==> src/rtl/cla_pkg.sv <==
// rtl/cla_pkg.sv - shared op encoding and segment-count helper for the pipelined CLA adder
package cla_pkg;

  localparam logic [1:0] OP_ADD = 2'd0;
  localparam logic [1:0] OP_SUB = 2'd1;
  localparam logic [1:0] OP_ADC = 2'd2;
  localparam logic [1:0] OP_SBB = 2'd3;

  function automatic int seg_count(input int width, input int seg_w);
    return width / seg_w;
  endfunction

endpackage

==> src/rtl/cla_seg.sv <==
// rtl/cla_seg.sv - one SEG_W-bit single-level generate/propagate lookahead segment
module cla_seg #(
  parameter int SEG_W = 4
) (
  input  logic [SEG_W-1:0] a,
  input  logic [SEG_W-1:0] b,
  input  logic             cin,
  output logic [SEG_W-1:0] s,
  output logic             cout,
  output logic             c_msb
);

  logic [SEG_W-1:0] g;
  logic [SEG_W-1:0] p;
  logic [SEG_W:0]   c;
  logic             term;

  // Each carry is a flat sum of products of g/p/cin, so depth does not grow with bit position.
  always_comb begin
    g    = a & b;
    p    = a ^ b;
    c    = '0;
    term = 1'b0;
    for (int i = 0; i <= SEG_W; i++) begin
      term = cin;
      for (int m = 0; m < i; m++) term = term & p[m];
      c[i] = term;
      for (int j = 0; j < i; j++) begin
        term = g[j];
        for (int m = j + 1; m < i; m++) term = term & p[m];
        c[i] = c[i] | term;
      end
    end
    s     = p ^ c[SEG_W-1:0];
    cout  = c[SEG_W];
    c_msb = c[SEG_W-1];
  end

endmodule

==> src/rtl/cla_pipe_adder.sv <==
// rtl/cla_pipe_adder.sv - pipelined carry-lookahead add/sub, one segment per stage, valid/ready handshake
module cla_pipe_adder
  import cla_pkg::*;
#(
  parameter int WIDTH = 16,
  parameter int SEG_W = 4
) (
  input  logic             clk,
  input  logic             rst_n,
  input  logic             flush,
  input  logic             in_valid,
  output logic             in_ready,
  input  logic [1:0]       in_op,
  input  logic [WIDTH-1:0] in_a,
  input  logic [WIDTH-1:0] in_b,
  input  logic             in_cin,
  output logic             out_valid,
  input  logic             out_ready,
  output logic [WIDTH-1:0] out_sum,
  output logic             out_c,
  output logic             out_v,
  output logic             out_z,
  output logic             out_n
);

  localparam int NSEG = seg_count(WIDTH, SEG_W);
  localparam int LAST = NSEG - 1;

  logic             adv;
  logic             cin_eff;
  logic [WIDTH-1:0] b_eff;

  // Stage registers; operands shift right as segments are consumed, sum shifts in from the top.
  logic             vld_q [NSEG];
  logic [1:0]       op_q  [NSEG];
  logic [WIDTH-1:0] sum_q [NSEG];
  logic [WIDTH-1:0] a_q   [NSEG];
  logic [WIDTH-1:0] b_q   [NSEG];
  logic             c_q   [NSEG];
  logic             z_q   [NSEG];

  logic             st_vld [NSEG];
  logic [1:0]       st_op  [NSEG];
  logic [WIDTH-1:0] st_sum [NSEG];
  logic [WIDTH-1:0] st_a   [NSEG];
  logic [WIDTH-1:0] st_b   [NSEG];
  logic             st_cin [NSEG];
  logic             st_z   [NSEG];

  logic [SEG_W-1:0] seg_s  [NSEG];
  logic             seg_co [NSEG];
  logic             seg_cm [NSEG];

  logic fin_c;
  logic fin_v;
  logic fin_z;

  assign adv       = !out_valid || out_ready;
  assign in_ready  = adv && !flush;
  assign out_valid = vld_q[LAST];
  assign out_sum   = sum_q[LAST];

  always_comb begin
    b_eff = in_op[0] ? ~in_b : in_b;
    case (in_op)
      OP_ADD:  cin_eff = 1'b0;
      OP_SUB:  cin_eff = 1'b1;
      OP_ADC:  cin_eff = in_cin;
      default: cin_eff = ~in_cin;
    endcase
  end

  for (genvar k = 0; k < NSEG; k++) begin : g_stage
    if (k == 0) begin : g_first
      assign st_vld[k] = in_valid && in_ready;
      assign st_op[k]  = in_op;
      assign st_sum[k] = '0;
      assign st_a[k]   = in_a;
      assign st_b[k]   = b_eff;
      assign st_cin[k] = cin_eff;
      assign st_z[k]   = 1'b1;
    end else begin : g_next
      assign st_vld[k] = vld_q[k-1];
      assign st_op[k]  = op_q[k-1];
      assign st_sum[k] = sum_q[k-1];
      assign st_a[k]   = a_q[k-1];
      assign st_b[k]   = b_q[k-1];
      assign st_cin[k] = c_q[k-1];
      assign st_z[k]   = z_q[k-1];
    end

    cla_seg #(.SEG_W(SEG_W)) u_seg (
      .a     (st_a[k][SEG_W-1:0]),
      .b     (st_b[k][SEG_W-1:0]),
      .cin   (st_cin[k]),
      .s     (seg_s[k]),
      .cout  (seg_co[k]),
      .c_msb (seg_cm[k])
    );
  end

  // Signed overflow as carry-into-MSB xor carry-out: same truth table as the operand/result sign test.
  assign fin_c = st_op[LAST][0] ? ~seg_co[LAST] : seg_co[LAST];
  assign fin_v = seg_co[LAST] ^ seg_cm[LAST];
  assign fin_z = st_z[LAST] && (seg_s[LAST] == '0);

  always_ff @(posedge clk) begin
    if (!rst_n) begin
      for (int k = 0; k < NSEG; k++) begin
        vld_q[k] <= 1'b0;
        sum_q[k] <= '0;
      end
      out_c <= 1'b0;
      out_v <= 1'b0;
      out_z <= 1'b0;
      out_n <= 1'b0;
    end else begin
      if (flush) begin
        for (int k = 0; k < NSEG; k++) vld_q[k] <= 1'b0;
      end else if (adv) begin
        for (int k = 0; k < NSEG; k++) vld_q[k] <= st_vld[k];
      end
      if (adv) begin
        for (int k = 0; k < NSEG; k++) begin
          op_q[k]  <= st_op[k];
          sum_q[k] <= (st_sum[k] >> SEG_W) | (WIDTH'(seg_s[k]) << (WIDTH - SEG_W));
          a_q[k]   <= st_a[k] >> SEG_W;
          b_q[k]   <= st_b[k] >> SEG_W;
          c_q[k]   <= seg_co[k];
          z_q[k]   <= st_z[k] && (seg_s[k] == '0);
        end
        out_c <= fin_c;
        out_v <= fin_v;
        out_z <= fin_z;
        out_n <= seg_s[LAST][SEG_W-1];
      end
    end
  end

endmodule

==> config.mk <==
export PLATFORM = sky130hd
export DESIGN_NAME = cla_pipe_adder
export DESIGN_NICKNAME = d
export VERILOG_FILES = /design/src/rtl/cla_pkg.sv /design/src/rtl/cla_seg.sv /design/src/rtl/cla_pipe_adder.sv
export SDC_FILE = /design/constraint.sdc
export NUM_CORES = 1
export LEC_CHECK = 0
export ABC_AREA = 1
export CORE_UTILIZATION = 49
export DETAILED_ROUTE_END_ITERATION = 16
export PLACE_DENSITY = 0.79
export SLEW_MARGIN = 20
export SYNTH_ARGS = -nofsm -noshare
export SYNTH_HDL_FRONTEND = slang
export SYNTH_SLANG_ARGS = --single-unit
export TNS_END_PERCENT = 10
==> constraint.sdc <==
create_clock -name clk -period 2.1 [get_ports clk]
set_input_delay 0.63 -clock clk [delete_from_list [all_inputs] [get_ports clk]]
set_output_delay 0.63 -clock clk [all_outputs]
set_load 0.05 [all_outputs]
## Word level (Yosys, flattened, before mapping)

Memories as Yosys holds them, arrays and structs flattened.
Index checks and enable logic that the tools add are counted.

- Equality and inequality tests: 2
- Mux-type cells: 25
- Reductions and logical operators: 13
- Bitwise operators: 111

Operators with widths:

| kind | number |
|---|---|
| two-way mux 16 bit | 5 |
| OR 1 bit | 52 |
| OR 12 x 16 -> 16 bit | 3 |
| bitwise AND 1 bit | 40 |
| XOR 4 bit | 8 |
| two-way mux 1 bit | 19 |
| bitwise AND 4 bit | 4 |
| logical NOT 4 bit | 4 |
| NOT 16 bit | 1 |
| logical AND 1 bit | 5 |
| case mux 1 bit (3 select lines) | 1 |
| equality test 2 x 1 -> 1 bit (second input constant) | 1 |
| equality test 2 bit (second input constant) | 1 |
| logical NOT 1 bit | 2 |
| logical NOT 2 bit | 1 |
| NOT 1 bit | 2 |
| logical OR 1 bit | 1 |
| XOR 1 bit | 1 |

- Logic and storage cells: 162
- Memories kept: 7
- Register bits after elaboration: 4
- Bits in writable memories: 180
- Output and inout port bits: 22
- Input port bits: 40

Memories:

| memory | words | bits a word | rd ports | clocked after Yosys merged registers in | wr ports | line | source |
|---|---|---|---|---|---|---|---|
| sum_q | 4 | 16 | 4 | 0 | 4 | cla_pipe_adder.sv:36 | `logic [WIDTH-1:0] sum_q [NSEG];` |
| a_q | 4 | 12 | 3 | 0 | 4 | cla_pipe_adder.sv:37 | `logic [WIDTH-1:0] a_q [NSEG];` |
| b_q | 4 | 12 | 3 | 0 | 4 | cla_pipe_adder.sv:38 | `logic [WIDTH-1:0] b_q [NSEG];` |
| op_q | 4 | 2 | 3 | 0 | 4 | cla_pipe_adder.sv:35 | `logic [1:0] op_q [NSEG];` |
| c_q | 4 | 1 | 3 | 0 | 4 | cla_pipe_adder.sv:39 | `logic c_q [NSEG];` |
| vld_q | 4 | 1 | 4 | 0 | 4 | cla_pipe_adder.sv:34 | `logic vld_q [NSEG];` |
| +1 memories | - | - | - | - | - | - |  |

## Longest topological paths before layout

An unclocked memory read counts as a cell.

- Depth in word-level cells: 12
- Gate-level depth with buffers: 12
- Gate-level depth less buffers: 11

## Modules after synthesis

Synthesis repeated with hierarchy kept, for this count alone.

- Cell total of the unflattened synthesis: 367
- Area total of the unflattened synthesis: 4629.4 um^2

By module, submodules not included:

| module | area an instance (um^2) | times used | sequential area each (um^2) | cells each |
|---|---|---|---|---|
| cla_pipe_adder | 3853.7 | 1 | 3103.0 | 255 |
| cla_seg at g_stage[1].u_seg ... | 197.7 | 3 | 0.0 | 29 |
| cla_seg at g_stage[0].u_seg | 182.7 | 1 | 0.0 | 25 |

## Worst setup path before layout

Ideal clock, no wire load.

- Kind: input port to flip-flop
- From: input port in_op[0]
- To: memory z_q[0], data pin
- Required time: 1849 ps
- Data arrival time: 1982 ps
- Slack: -133 ps
- Path buffers: 1
- Stages: 12
- Setup time: 251 ps
- Cells stage by stage: buf_4 > xnor2_1 > inv_1 > ha_1 > ha_1 > nand2_1 > nand3b_2 > nand2_2 > nand2_2 > xnor2_2 > nand2_1 > nor2_1

RTL lines:

| element | line | source |
|---|---|---|
| start: declaration | cla_pipe_adder.sv:13 | `input logic [1:0] in_op,` |
| end: declaration | cla_pipe_adder.sv:40 | `logic z_q [NSEG];` |

## Worst setup path after layout

- From: input port out_ready
- To: output port in_ready

- Word-level cells in the longest chain between the ends: 2

Ends and longest elaborated chain:

| element | line | source |
|---|---|---|
| start: declaration | cla_pipe_adder.sv:18 | `input logic out_ready,` |
| logical OR 1 bit | cla_pipe_adder.sv:58 | `assign adv = !out_valid \|\| out_ready;` |
| logical AND 1 bit | cla_pipe_adder.sv:59 | `assign in_ready = adv && !flush;` |
| end: declaration | cla_pipe_adder.sv:12 | `output logic in_ready,` |

Every way passes these cells.

==> metrics.txt <==
Area growth, synth to finish=23.94%; final net count=about 470; Peak Freq=486.2 MHz; Final Hold Fails=0; Final Critical Period=2057 ps; die span in y=97.56 um; Tcrit/Tclk final=97.95%; hold path depth=0; Reg clk slew, reported paths=100 ps; VDD IR-drop max=0.4646 mV; MaxCap Viol Count=0; EDFF count, synth=100; initial antenna violation count=0; Initial Util=51.06%; CP required=1470 ps; H-tree depth=3; I/O pin count=62; Worst setup EP type=primary output; FF-to-FF End=z_q[2]; most frequent cells in the layout=100 x edfxtp_1, 46 x nor2_1, 45 x inv_1; status=completed; share of cells above drive strength 1=17.85%; Post-Syn Instances=between 300 and 400; hold path startpoint=b_q[1][6]; die area=between 9000 and 10000 um2; startpoint types=input port; hold buffers post-CTS=0; distinct cell type count after synthesis=29; Clock Skew=6.564 ps; Setup TNS Final=0 ps; worst slew pin tran=about 480 ps; fin area=5545 um2; P_leak=roughly 2.3 nW; Seq/Total Area, Yosys=69.35%; GRT overflow=0; Worst slew margin=67.80%; # diodes=0; hold_ws=425.3 ps; drc violations=0; vias in the first global route=2334; depth of the most critical reg-to-reg path=8; TritonRoute pass-1 iters=4; CTS tree=built; initial DRC count=88; largest net degree at the start of global routing=41; worst min path class=reg -> reg; HPWL Detailed=4.509 mm; Post-synth ARST share=0%; final setup vio count=0; Avg WL per Cell=12.05 um; PortBufs=61; std cell rows=34; worst hold endpoint=b_q[2][2]; commonest non-fill, non-tap cell in the layout=edfxtp_1; DP Cell Count=501; Yosys reg bits=105; R2R Setup Slk=slightly above 300 ps; crit path DAT=1430 ps; global-route wire length before repair=10.43 mm; DP Area=between 5000 and 6000 um2; Routed Antenna Nets=0; top_reg_cell synth=edfxtp_1; power per cell area=just under 800 nW/um2; Mapped Nets=around 390; syn_area_per_cell=13.90 um2; Max FO, Critical Path=3; worst flop-to-flop path startpoint=a_q[1][0]; Num CTS Buffers=9; post-CTS setup repair buffer count=0; RSZ-0062 raised after global routing=no; CP Class=in -> out; Final Non-Filler Cells=517; Mapped Area=4474 um2; Clock Latency Late Sink=roughly 360 ps; Pins Over Slew Limit=0; Vias=2408; Routed WL=6.230 mm; Longest Clk Path Bufs=2; Final Wtd Congestion=about 0.76; Num Clock Sinks=105; number of synthesis warnings=0; core area=between 8000 and 9000 um2; All-Layer GR Usage=about 14%; DR vias/cell=4.658; die width=about 98 um; Root Driver=clkbuf_8
==> area by class of cell <==
class / count / area [um2]
flip-flops and latches: 105 / 3103
fillers: 668 / 3218
well taps: 108 / 135.1
inverters: 50 / 193.9
clock buffers: 9 / 123.9
multi-input cells: 161 / 1171
repair buffers: 77 / 758.2
clock inverters: 7 / 60.06
==> cells in the mapped netlist, types with 2 or more instances <==
master    number  area share [%]
ha_1          20             5.6
nand2_1       25             2.1
dfxtp_1        5             2.2
nand3b_2       3            0.75
nor2_4         2            0.50
nor2_1        47             3.9
xor2_1        20             3.9
and2_1         2            0.28
edfxtp_1     100              67
o21ai_0        3            0.34
inv_1         48             4.0
buf_4          2            0.34
buf_6          4             1.0
nand3_1        9             1.0
xnor2_1        7             1.4
a21o_1         2            0.34
nand2_2        8             1.1
fa_1           4             1.8
==> state kept, by name (all words and copies together) (netlist names) <==
register / count
out_c: 1
sum_q: 40
c_q: 3
b_q: 24
out_n: 1
op_q: 3
vld_q: 4
a_q: 24
out_z: 1
z_q: 3
out_v: 1
==> layer usage <==
| layer | routed length, um | part of all wire (%) | global-route usage [%] |
|---|---|---|---|
| met1 | 2617 | 42 | 17.18 |
| met3 | 301 | 4.8 | 3.525 |
| met5 | 0 | 0 | 0 |
| met4 | 163 | 2.6 | 6.900 |
| met2 | 3147 | 51 | 23.78 |
==> worst max path at each step <==
stage | endpoint | startpoint | slack (ps) | cells past startpoint
CTS | in_ready | out_ready | 5 | 4
finish | in_ready | out_ready | 40 | 4
global route | z_q[0] | in_b[0] | 4 | 12
detailed placement | z_q[0] | in_op[0] | -650 | 12
floorplan | z_q[0] | in_op[0] | -50 | 11
global placement | z_q[0] | in_op[0] | -580 | 12
==> repair_timing <==
action                     4_1_cts  5_1_grt
resized for setup               14        4
setup endpoints to repair       18        4
pin swaps                        0        1
==> critical path, stage by stage <==
cell	delay (ps)
clkdlybuf4s50_1	500
nor2_4	60
nor2_4	100
buf_12	140
==> per-stage QoR <==
| step | total power (W) | util [%] | setup slack (ps) |
|---|---|---|---|
| finish | 0.004412 | 63.28 | 43.07 |
| global placement | 0.003272 | 61.24 | -575.5 |
| global route | 0.004621 | 63.28 | 4.091 |
| floorplan | 0.003055 | - | -47.31 |
| CTS | 0.004447 | 63.18 | 5.182 |
| detailed placement | 0.003305 | 61.24 | -655.0 |
==> cell families after synthesis <==
family | Yosys count | share of synthesized area (%)
flops | 105 | 69.35
simple gates | 101 | 10.88
buf+inv | 56 | 5.593
xor+xnor | 28 | 5.649
fa+ha+maj | 24 | 7.383
compound gates | 8 | 1.146
==> report_power, final <==
group | internal (W) | switching (W)
registers | 0.00249 | 0.0000528
logic | 0.000302 | 0.000402
clock network | 0.000457 | 0.000712
total | 0.00324 | 0.00117
Note: power is estimated with default switching activity, not from simulation.
